===== src/rtl/stopwatch_pkg.sv =====
// rtl/stopwatch_pkg.sv - state encoding and synchronizer depth shared by the stopwatch controller
package stopwatch_pkg;

  localparam int SYNC_STAGES = 2;

  typedef enum logic [1:0] {
    IDLE   = 2'd0,
    RUN    = 2'd1,
    PAUSED = 2'd2,
    LAP    = 2'd3
  } state_t;

endpackage


===== src/rtl/btn_conditioner.sv =====
// rtl/btn_conditioner.sv - raw button to one-cycle press pulse: synchronizer, debouncer, rising-edge detect
module btn_conditioner
  import stopwatch_pkg::*;
#(
  parameter int DEB_CYCLES = 500_000
) (
  input  logic clk,
  input  logic rst,
  input  logic btn,
  output logic press
);

  localparam int CW = $clog2(DEB_CYCLES + 1);

  logic [SYNC_STAGES-1:0] sync;
  logic                   prev;
  logic [CW-1:0]          cnt;
  logic                   level;
  logic                   valid;

  // valid stays low until the first level is accepted after reset, so a button
  // held through reset is adopted silently instead of reported as a press
  always_ff @(posedge clk or posedge rst) begin
    if (rst) begin
      sync  <= '0;
      prev  <= 1'b0;
      cnt   <= '0;
      level <= 1'b0;
      valid <= 1'b0;
      press <= 1'b0;
    end else begin
      sync  <= {sync[SYNC_STAGES-2:0], btn};
      press <= 1'b0;
      if (sync[SYNC_STAGES-1] != prev) begin
        prev <= sync[SYNC_STAGES-1];
        cnt  <= CW'(1);
      end else if (cnt == CW'(DEB_CYCLES - 1)) begin
        cnt   <= CW'(DEB_CYCLES);
        level <= prev;
        valid <= 1'b1;
        press <= prev & ~level & valid;
      end else if (cnt != CW'(DEB_CYCLES)) begin
        cnt <= cnt + CW'(1);
      end
    end
  end

endmodule


===== src/rtl/stopwatch_ctrl.sv =====
// rtl/stopwatch_ctrl.sv - stopwatch control FSM with tick prescaler and clear/lap outputs
// Lap state and lap_freeze exist only when STOPWATCH_LAP_EN is defined.
module stopwatch_ctrl
  import stopwatch_pkg::*;
#(
  parameter int CLK_HZ     = 50_000_000,
  parameter int TICK_HZ    = 100,
  parameter int DEB_CYCLES = 500_000
) (
  input  logic   clk,
  input  logic   rst,
  input  logic   btn_ss,
  input  logic   btn_lr,
  output logic   tick,
  output logic   clr,
  output logic   lap_freeze,
  output state_t state
);

  localparam int DIV = CLK_HZ / TICK_HZ;
  localparam int PW  = (DIV > 1) ? $clog2(DIV) : 1;

  logic          ss_ev;
  logic          lr_ev;
  state_t        state_nx;
  logic [PW-1:0] presc;

  btn_conditioner #(.DEB_CYCLES(DEB_CYCLES)) u_ss (
    .clk   (clk),
    .rst   (rst),
    .btn   (btn_ss),
    .press (ss_ev)
  );

  btn_conditioner #(.DEB_CYCLES(DEB_CYCLES)) u_lr (
    .clk   (clk),
    .rst   (rst),
    .btn   (btn_lr),
    .press (lr_ev)
  );

  // ss is tested first everywhere, so a simultaneous lr is dropped
  always_comb begin
    state_nx = state;
    case (state)
      IDLE:   if (ss_ev) state_nx = RUN;
      RUN: begin
        if (ss_ev) state_nx = PAUSED;
`ifdef STOPWATCH_LAP_EN
        else if (lr_ev) state_nx = LAP;
`endif
      end
`ifdef STOPWATCH_LAP_EN
      LAP: begin
        if (ss_ev)      state_nx = PAUSED;
        else if (lr_ev) state_nx = RUN;
      end
`endif
      PAUSED: begin
        if (ss_ev)      state_nx = RUN;
        else if (lr_ev) state_nx = IDLE;
      end
      default: state_nx = IDLE;
    endcase
  end

  always_ff @(posedge clk or posedge rst) begin
    if (rst) begin
      state <= IDLE;
      presc <= '0;
      tick  <= 1'b0;
      clr   <= 1'b0;
    end else begin
      state <= state_nx;
      tick  <= 1'b0;
      clr   <= (state_nx == IDLE) && (state != IDLE);
      // PAUSED falls through both branches, holding the partial tick period
      if (state == RUN || state == LAP) begin
        if (presc == PW'(DIV - 1)) begin
          presc <= '0;
          tick  <= 1'b1;
        end else begin
          presc <= presc + PW'(1);
        end
      end else if (state == IDLE || state_nx == IDLE) begin
        presc <= '0;
      end
    end
  end

`ifdef STOPWATCH_LAP_EN
  always_ff @(posedge clk or posedge rst) begin
    if (rst) lap_freeze <= 1'b0;
    else     lap_freeze <= (state_nx == LAP);
  end
`else
  assign lap_freeze = 1'b0;
`endif

endmodule


===== config.mk =====
export PLATFORM = sky130hd
export DESIGN_NAME = stopwatch_ctrl
export DESIGN_NICKNAME = d
export VERILOG_FILES = /design/src/rtl/stopwatch_pkg.sv /design/src/rtl/btn_conditioner.sv /design/src/rtl/stopwatch_ctrl.sv
export SDC_FILE = /design/constraint.sdc
export NUM_CORES = 1
export LEC_CHECK = 0
export ABC_AREA = 1
export ABC_CLOCK_PERIOD_IN_PS = 1600
export CELL_PAD_IN_SITES_DETAIL_PLACEMENT = 0
export CELL_PAD_IN_SITES_GLOBAL_PLACEMENT = 1
export CORE_MARGIN = 1.5
export CORE_UTILIZATION = 24
export DETAILED_ROUTE_END_ITERATION = 7
export PLACE_DENSITY = 0.6
export RECOVER_POWER = 25
export SLEW_MARGIN = 20
export SYNTH_ARGS = -nofsm -noshare
export SYNTH_HDL_FRONTEND = slang
export SYNTH_HIERARCHICAL = 1
export SYNTH_SLANG_ARGS = --single-unit

===== constraint.sdc =====
create_clock -name clk -period 1.6 [get_ports clk]
set_clock_uncertainty 0.2 [all_clocks]
set_input_delay 0.48 -clock clk [delete_from_list [all_inputs] [get_ports clk]]
set_output_delay 0.48 -clock clk [all_outputs]
set_load 0.005 [all_outputs]

==> results of run 1 <==
## worst max-delay path, stage by stage (launching register included)
cell,delay (ns)
dfrtp_1,0.43
buf_6,0.15
inv_4,0.05
ha_4,0.12
nand2_2,0.03
nor2_1,0.08
nand2_1,0.10
inv_2,0.09
nand2_2,0.06
nor2_4,0.10
nand3_1,0.09
nand2_1,0.08
## layer usage
metal	GRT usage	share of wire	vias to the layer above
met5	0	0	-
met4	0.0395	0.017	0
met3	0.0290	0.028	15
met2	0.198	0.48	49
met1	0.156	0.47	1859
li1	-	-	2017
## final cells by class
cell class	instances	share of cell area
clock buffer	10	0.0400
clock inverter	6	0.0109
inverter	82	0.0528
multi-input combinational	433	0.436
sequential	73	0.308
tap	229	0.0479
timing repair buffer	78	0.105
## worst max-delay path by stage
| stage | end | startpoint | slack, ns |
|---|---|---|---|
| 2_1_floorplan | u_ss/cnt[12] | u_ss/cnt[0] | 0.02 |
| 3_3_place_gp | presc[15] | presc[0] | -0.06 |
| 3_5_place_dp | u_ss/cnt[0] | u_ss/cnt[0] | -0.09 |
| 4_1_cts | u_ss/cnt[0] | u_ss/cnt[0] | -0.03 |
| 5_1_grt | u_ss/cnt[0] | u_ss/cnt[0] | -0.13 |
| 6_report | u_ss/cnt[0] | u_ss/cnt[0] | -0.05 |
## per-stage QoR
step	util	setup slack, ns
after floorplan	-	0.0180
after global placement	0.287	-0.0610
after detailed placement	0.287	-0.0907
after CTS	0.308	-0.0252
after global routing	0.332	-0.131
final	0.332	-0.0494
## kinds of logic (layout without fill, tap and decap cells)
kind of cell	count (synthesis)	in the layout	synth area share
AOI/OAI and AO/OA	48	48	0.0631
xor gates and xnor gates	19	19	0.0409
adders and majority gates	5	5	0.0141
buffers and inverters	91	176	0.0806
DFF	73	73	0.411
other	1	1	0.000844
and+or+nand+nor	360	360	0.389
## state kept, by name, indices dropped and copies added (netlist names), 2 cells and up
signal     flops
presc         19
state          2
u_lr/cnt      19
u_lr/sync      2
u_ss/cnt      19
u_ss/sync      2
## cell usage in the layout (no fill, tap or decap), drive strengths merged
cell / n
clkinvlp: 1
o211ai: 1
xor2: 15
clkbuf: 14
ha: 5
nor2: 117
o21bai: 2
clkinv: 3
nand3b: 3
buf: 71
nand3: 45
o21ai: 16
conb: 1
inv: 83
nand2: 172
xnor2: 4
dlygate4sd3: 3
dfrtp: 73
o22ai: 4
nand4: 10
nor3: 13
bufinv: 1
a31oi: 1
a22o: 1
a21oi: 23
## timing repair
action,4_1_cts,5_1_grt
gates resized for setup,29,103
setup buffers,4,17
setup endpoints to repair,25,49
pin swaps,9,47
## power by group through the flow
stage                     registers [µW]  clock network, µW  logic [µW]
after floorplan                     1960                  0         210
after detailed placement            1970                  0         359
after global placement              1970                  0         358
after global routing                1960               2260         552
final                               1960               2080         501
after CTS                           1940               2170         387
==> impl_metrics.tcl, run 1 <==
set metrics [dict create \
    hpwl_um 7880 \
    ys_async_sr_fraction 1.00 \
    min_path_type "reg2reg" \
    tritoncts "built" \
    status "complete, but fails checks" \
    yosysUniqueCellTypes 34 \
    hp-start "u_ss/sync[0]" \
    drive_gt1_frac 0.331 \
    wl_um 11300 \
    core_um2 18000 \
    start_util 0.246 \
    violations "negative setup slack" \
    fin_crit_sh 1.03 \
    worstHoldPathCells 0 \
    ys_top_cells_by_count "nand2_1 (161), nor2_1 (89), inv_1 (82)" \
    cp-start-kind "flip-flop" \
    synth.avg_cell_area_um2 7.44 \
    p_sw_frac 0.259 \
    critPathArrivalTime_ns 1.73 \
    dp.cells 875 \
    clock_latency_ns 0.34 \
    drc 0 \
    p_total_uw 4540 \
    max-slew-margin-rel 0.560 \
    fmax_ghz 0.606 \
    io_pins 9 \
    comb_power_share 0.110 \
    worst_pin_slew_ns 0.659 \
    required_ns 1.68 \
    syn2layout_area_growth_pct 34.6 \
    cts_hold_buf 0 \
    p_int_uw 3360 \
    stdcell_count 911 \
    worst_slack_ns -0.0494 \
    power_switching_uw 1170 \
    r2r_cells 11 \
    ys_seq_elements 73 \
    synth_ff_type "dfrtp_1" \
    nNetsFinal 686 \
    yosys_warnings 6 \
    path_class "reg2reg" \
    cts_root_buf "clkbuf_16" \
    hold_ws_ns 0.154 \
    synth-edff-count 0 \
    crit_fanout 3 \
    die_y_um 139 \
    cp-end-kind "flip-flop" \
    rr_endpoint "u_ss/cnt[0]" \
    ant_nets 0 \
    r2r-start "u_ss/cnt[0]" \
    netlist_area_um2 4440 \
    synth.area.top_cells "dfrtp_1 (41%), nand2_1 (14%), nor2_1 (7.5%), inv_1 (6.9%), nand3_1 (4.4%)" \
    leakagePower_uw 0.00261 \
    p_per_area_nw_per_um2 760 \
    clkPwrFrac 0.458 \
    dpl-instance-area_um2 5180 \
    hold_end "u_ss/sync[1]" \
    grt_overflow_total 0 \
    port_buffers 7 \
    drt_pass1_iterations 5 \
    path_clk_slew_ns 0.06 \
    die_x_um 139 \
    yosysSeqAreaShare 0.411 \
    seq_area_um2 1840 \
    gp_congestion 0.811 \
    yosysMostFrequentCell "nand2_1" \
    layout_min_cycle_time_ns 1.65 \
    fill_cells 1914 \
    p_seq_frac 0.432 \
    wl_per_cell_um 12.4 \
    synth_cells 597 \
    dieArea_um2 19300 \
    maxSlewViolCount 0 \
    post_drt_via_cell_ratio 4.32 \
    clock-sinks 73 \
    grt_util_all_layers 0.121 \
    drtIter0Drc 196 \
    syn_nets 606 \
    synth_top_area_share 0.411 \
    grt_start_max_net_pins 26 \
    yosys.area.top_type "dfrtp_1" \
    multi_input_area_um2 2610 \
    grt_pass1_vias 3875 \
    grt_first_pass_wirelength_um 18700 \
    setup_violations 7 \
    irDropWorstVdd_uv 542 \
    grt_setup_unrepaired "true" \
    hold_viol_final 0 \
    cts_made_buffers 9 \
    route.vias.total 3940 \
    n_antenna_cell 0 \
    rrSetupSlack_ns -0.05 \
    stdcell_area_um2 5980 \
    cap_violations 0 \
    ctsLongestPathBuffers 2 \
    rows 49 \
    tns_ns -0.216 \
    antenna_found_initial 0 \
    cts.htree.levels 3 \
]
Power figures use the tool's default switching activity.
==> run 2: changes to the inputs <==
- ABC_CLOCK_PERIOD_IN_PS: 1600 -> 2100
- PLACE_DENSITY: 0.6 -> 0.59
- clock period: 1.6 -> 2.1 ns (I/O delays scaled with it)
==> impl_metrics.tcl, run 2 (synthesis results as in run 1) <==
set metrics [dict create \
    status "finished clean" \
    maxSlewViolCount 0 \
    cp-start-kind "flip-flop" \
    fmax_ghz 0.491 \
    syn2layout_area_growth_pct 13.9 \
    ant_nets 0 \
    fill_cells 2001 \
    cts_hold_buf 0 \
    clock-sinks 73 \
    core_um2 18000 \
    dieArea_um2 19300 \
    route.vias.total 3707 \
    port_buffers 7 \
    required_ns 1.27 \
    tritoncts "built" \
    p_per_area_nw_per_um2 621 \
    ctsResizeCount 0 \
    grt_overflow_total 0 \
    cts_root_buf "clkbuf_16" \
    rows 49 \
    ctsLongestPathBuffers 2 \
    post-route-util 0.281 \
    seq_area_um2 1830 \
    io_pins 9 \
    slowest_stage "clkdlybuf4s50_1" \
    worst_pin_slew_ns 0.668 \
    hpwl_um 7500 \
    wl_per_cell_um 12.1 \
    worst-path-buf-inv 1 \
    grt_first_pass_wirelength_um 17700 \
    die_y_um 139 \
    antenna_found_initial 0 \
    use_met2 0.178 \
    cts_made_buffers 9 \
    post_drt_via_cell_ratio 4.38 \
    gr-usage-met3 0.0221 \
    cts.htree.levels 3 \
    multi_input_area_um2 2260 \
    tns_ns 0 \
    cp-end-kind "output port" \
    min_path_type "reg2reg" \
    setup_violations 0 \
    wl_um 10200 \
    irDropWorstVdd_uv 437 \
    gp_congestion 0.795 \
    drt_pass1_iterations 5 \
    final_common_cell "nand2_1" \
    crit_start "state[1]" \
    drive_gt1_frac 0.120 \
    layout_common_cells "nand2_1 (161), nor2_1 (89), inv_1 (82)" \
    dp.cells 831 \
    crit_fanout 3 \
    stdcell_area_um2 5060 \
    cpPeakStageDelay_ns 0.51 \
    drtIter0Drc 290 \
    grt_start_max_net_pins 26 \
    n_antenna_cell 0 \
    stdcell_count 846 \
    clock_latency_ns 0.34 \
    die_x_um 139 \
    top_regs "presc (19), u_lr/cnt (19), u_ss/cnt (19)" \
    r2r-start "u_ss/cnt[0]" \
    max-slew-margin-rel 0.555 \
    grt_setup_unrepaired "false" \
    drc 0 \
    grt_pass1_vias 3599 \
    nNetsFinal 622 \
    layout_min_cycle_time_ns 2.03 \
    path_class "reg2out" \
    hold_viol_final 0 \
    cap_violations 0 \
    crit_chain "clkdlybuf4s50_1" \
    post-cts-setup-buffer-count 0 \
    use_met1 0.153 \
    fin_crit_sh 0.969 \
    start_util 0.246 \
    leakagePower_uw 0.00219 \
    hp-start "u_ss/sync[0]" \
    critPathArrivalTime_ns 1.20 \
    path_clk_slew_ns 0.06 \
    busiest_layer "met2" \
    critPathTopFamily "buffers and inverters" \
    dpl-instance-area_um2 4810 \
    grt_util_all_layers 0.113 \
]
-- run 2: final cells by class --
class | count | share of cell area
multi-input combinational | 433 | 0.446
sequential | 73 | 0.361
inverter | 82 | 0.0608
tap | 229 | 0.0566
clock buffer | 13 | 0.0495
timing repair buffer | 14 | 0.0230
clock inverter | 2 | 0.00297
-- run 2: power by group --
group          leakage (µW)  switching [µW]  internal [µW]
registers          0.000996            46.4           1440
logic               0.00107             147           70.8
clock network      0.000122             610            828
-- run 2: final timing paths --
kind                           endpoint  slack, ns  cells past startpoint
max reg2reg                 u_ss/cnt[0]       0.30                     10
max                            state[1]       0.07                      1
max in group asynchronous  u_lr/cnt[15]       0.47                      3
min reg2reg                u_ss/sync[1]       0.17                      0
min                        u_ss/sync[1]       0.17                      0
min in group asynchronous     u_ss/prev       0.65                      3
-- run 2: per-layer routing --
metal / wire length [µm] / vias to the layer above / share of wire
met2: 4690 / 71 / 0.46
met3: 375 / 11 / 0.037
met5: 0 / - / 0
met4: 133 / 0 / 0.013
met1: 5000 / 1732 / 0.49
li1: - / 1893 / -
-- run 2: through the flow --
step | hold WS (ns) | total power (µW) | worst slack [ns]
global route | 0.172 | 3290 | 0.00273
finish | 0.166 | 3140 | 0.0654
global placement | 0.178 | 1730 | 0.350
floorplan | 0.131 | 1660 | 0.518
CTS | 0.173 | 3200 | 0.0372
detailed placement | 0.155 | 1730 | 0.341
==> run 3: changes to the inputs <==
- RECOVER_POWER: 25 -> unset
==> impl_metrics.tcl, run 3 (synthesis results as in run 1) <==
set metrics [dict create \
    grt_util_all_layers 0.113 \
    fin_crit_sh 0.969 \
    slowest_stage "clkdlybuf4s50_1" \
    ctsLongestPathBuffers 2 \
    gp_congestion 0.795 \
    cap_violations 0 \
    dieArea_um2 19300 \
    hold_ws_ns 0.165 \
    drt_pass1_iterations 5 \
    fill_cells 1998 \
    min_path_type "reg2reg" \
    layout_min_cycle_time_ns 2.03 \
    clock-sinks 73 \
    r2r_cells 10 \
    hpwl_um 7500 \
    grt_overflow_total 0 \
    post-cts-setup-buffer-count 0 \
    stdcell_count 846 \
    critPathTopFamily "buffers and inverters" \
    grt_start_max_net_pins 26 \
    dp.cells 831 \
    tns_ns 0 \
    r2r-start "u_ss/cnt[0]" \
    post_drt_via_cell_ratio 4.39 \
    syn2layout_area_growth_pct 14.3 \
    drtIter0Drc 242 \
    nNetsFinal 622 \
    wl_per_cell_um 12.1 \
    drc 0 \
    n_antenna_cell 0 \
    post-route-util 0.282 \
    rows 49 \
    leakagePower_uw 0.00220 \
    die_y_um 139 \
    antenna_found_initial 0 \
    core_um2 18000 \
    hold_viol_final 0 \
    multi_input_area_um2 2260 \
    tritoncts "built" \
    p_per_area_nw_per_um2 619 \
    crit_fanout 3 \
    start_util 0.246 \
    die_x_um 139 \
    hp-start "u_ss/sync[0]" \
    ant_nets 0 \
    cp-start-kind "flip-flop" \
    fmax_ghz 0.491 \
    grt_setup_unrepaired "false" \
    path_class "reg2out" \
    grt_pass1_vias 3599 \
    rr_endpoint "u_ss/cnt[0]" \
    path_clk_slew_ns 0.06 \
    route.vias.total 3714 \
    hold_end "u_ss/sync[1]" \
    layout_common_cells "nand2_1 (161), nor2_1 (89), inv_1 (82)" \
    grt_first_pass_wirelength_um 17700 \
    cp-end-kind "output port" \
    ctsResizeCount 0 \
    cts_made_buffers 9 \
    io_pins 9 \
    final_common_cell "nand2_1" \
    setup_violations 0 \
    rrSetupSlack_ns 0.30 \
    cts_root_buf "clkbuf_16" \
    p_total_uw 3150 \
    drive_gt1_frac 0.122 \
    critPathArrivalTime_ns 1.20 \
    seq_area_um2 1830 \
    cts_hold_buf 0 \
    crit_chain "clkdlybuf4s50_1" \
    cts.htree.levels 3 \
    irDropWorstVdd_uv 438 \
    maxSlewViolCount 0 \
    worstHoldPathCells 0 \
    worst-path-buf-inv 1 \
    port_buffers 7 \
    wl_um 10200 \
    cpPeakStageDelay_ns 0.51 \
    status "finished clean" \
    required_ns 1.27 \
    top_regs "presc (19), u_lr/cnt (19), u_ss/cnt (19)" \
    clock_latency_ns 0.34 \
]
## run 3: cell types whose count changed in the layout (fill, tap and decap cells not counted), sizes merged
cell,previous run,this run
clkbuf,15,13
buf,5,7
dlygate4sd3,3,0
clkdlybuf4s50,4,7
## run 3: layout make-up
type                            instances  area share
Tap cell                              229      0.0564
Clock buffer                           13      0.0493
Multi-Input combinational cell        433       0.444
Timing Repair Buffer                   14      0.0266
Sequential cell                        73       0.360
Clock inverter                          2     0.00296
Inverter                               82      0.0606
## run 3: stage by stage
step	worst slack [ns]	instance area (µm²)
finish	0.0652	5080
global route	0.00273	5080
CTS	0.0372	5080
detailed placement	0.341	4810
global placement	0.350	4810
floorplan	0.518	4440
## run 3: how the worst max path moves through the flow
stage                start      endpoint  slack [ns]  cells past startpoint
2_1_floorplan  u_ss/cnt[0]  u_ss/cnt[12]        0.52                      7
3_3_place_gp   u_ss/cnt[1]   u_ss/cnt[0]        0.35                     10
3_5_place_dp   u_ss/cnt[0]  u_ss/cnt[14]        0.34                      8
4_1_cts           state[1]      state[1]        0.04                      1
5_1_grt           state[1]      state[1]       0.003                      1
6_report          state[1]      state[1]        0.07                      1
## run 3: report_power, final
group          total (µW)  switching (µW)  leakage [µW]  internal [µW]
sequential           1480            46.4      0.000996           1440
clock                1440             609      0.000122            828
combinational         223             147       0.00108           75.9
## run 3: layer usage
layer	track usage	up-vias	routed length [µm]
met4	0.0428	0	133
met1	0.153	1740	5000
met3	0.0221	11	379
li1	-	1889	-
met2	0.178	74	4700
met5	0	-	0
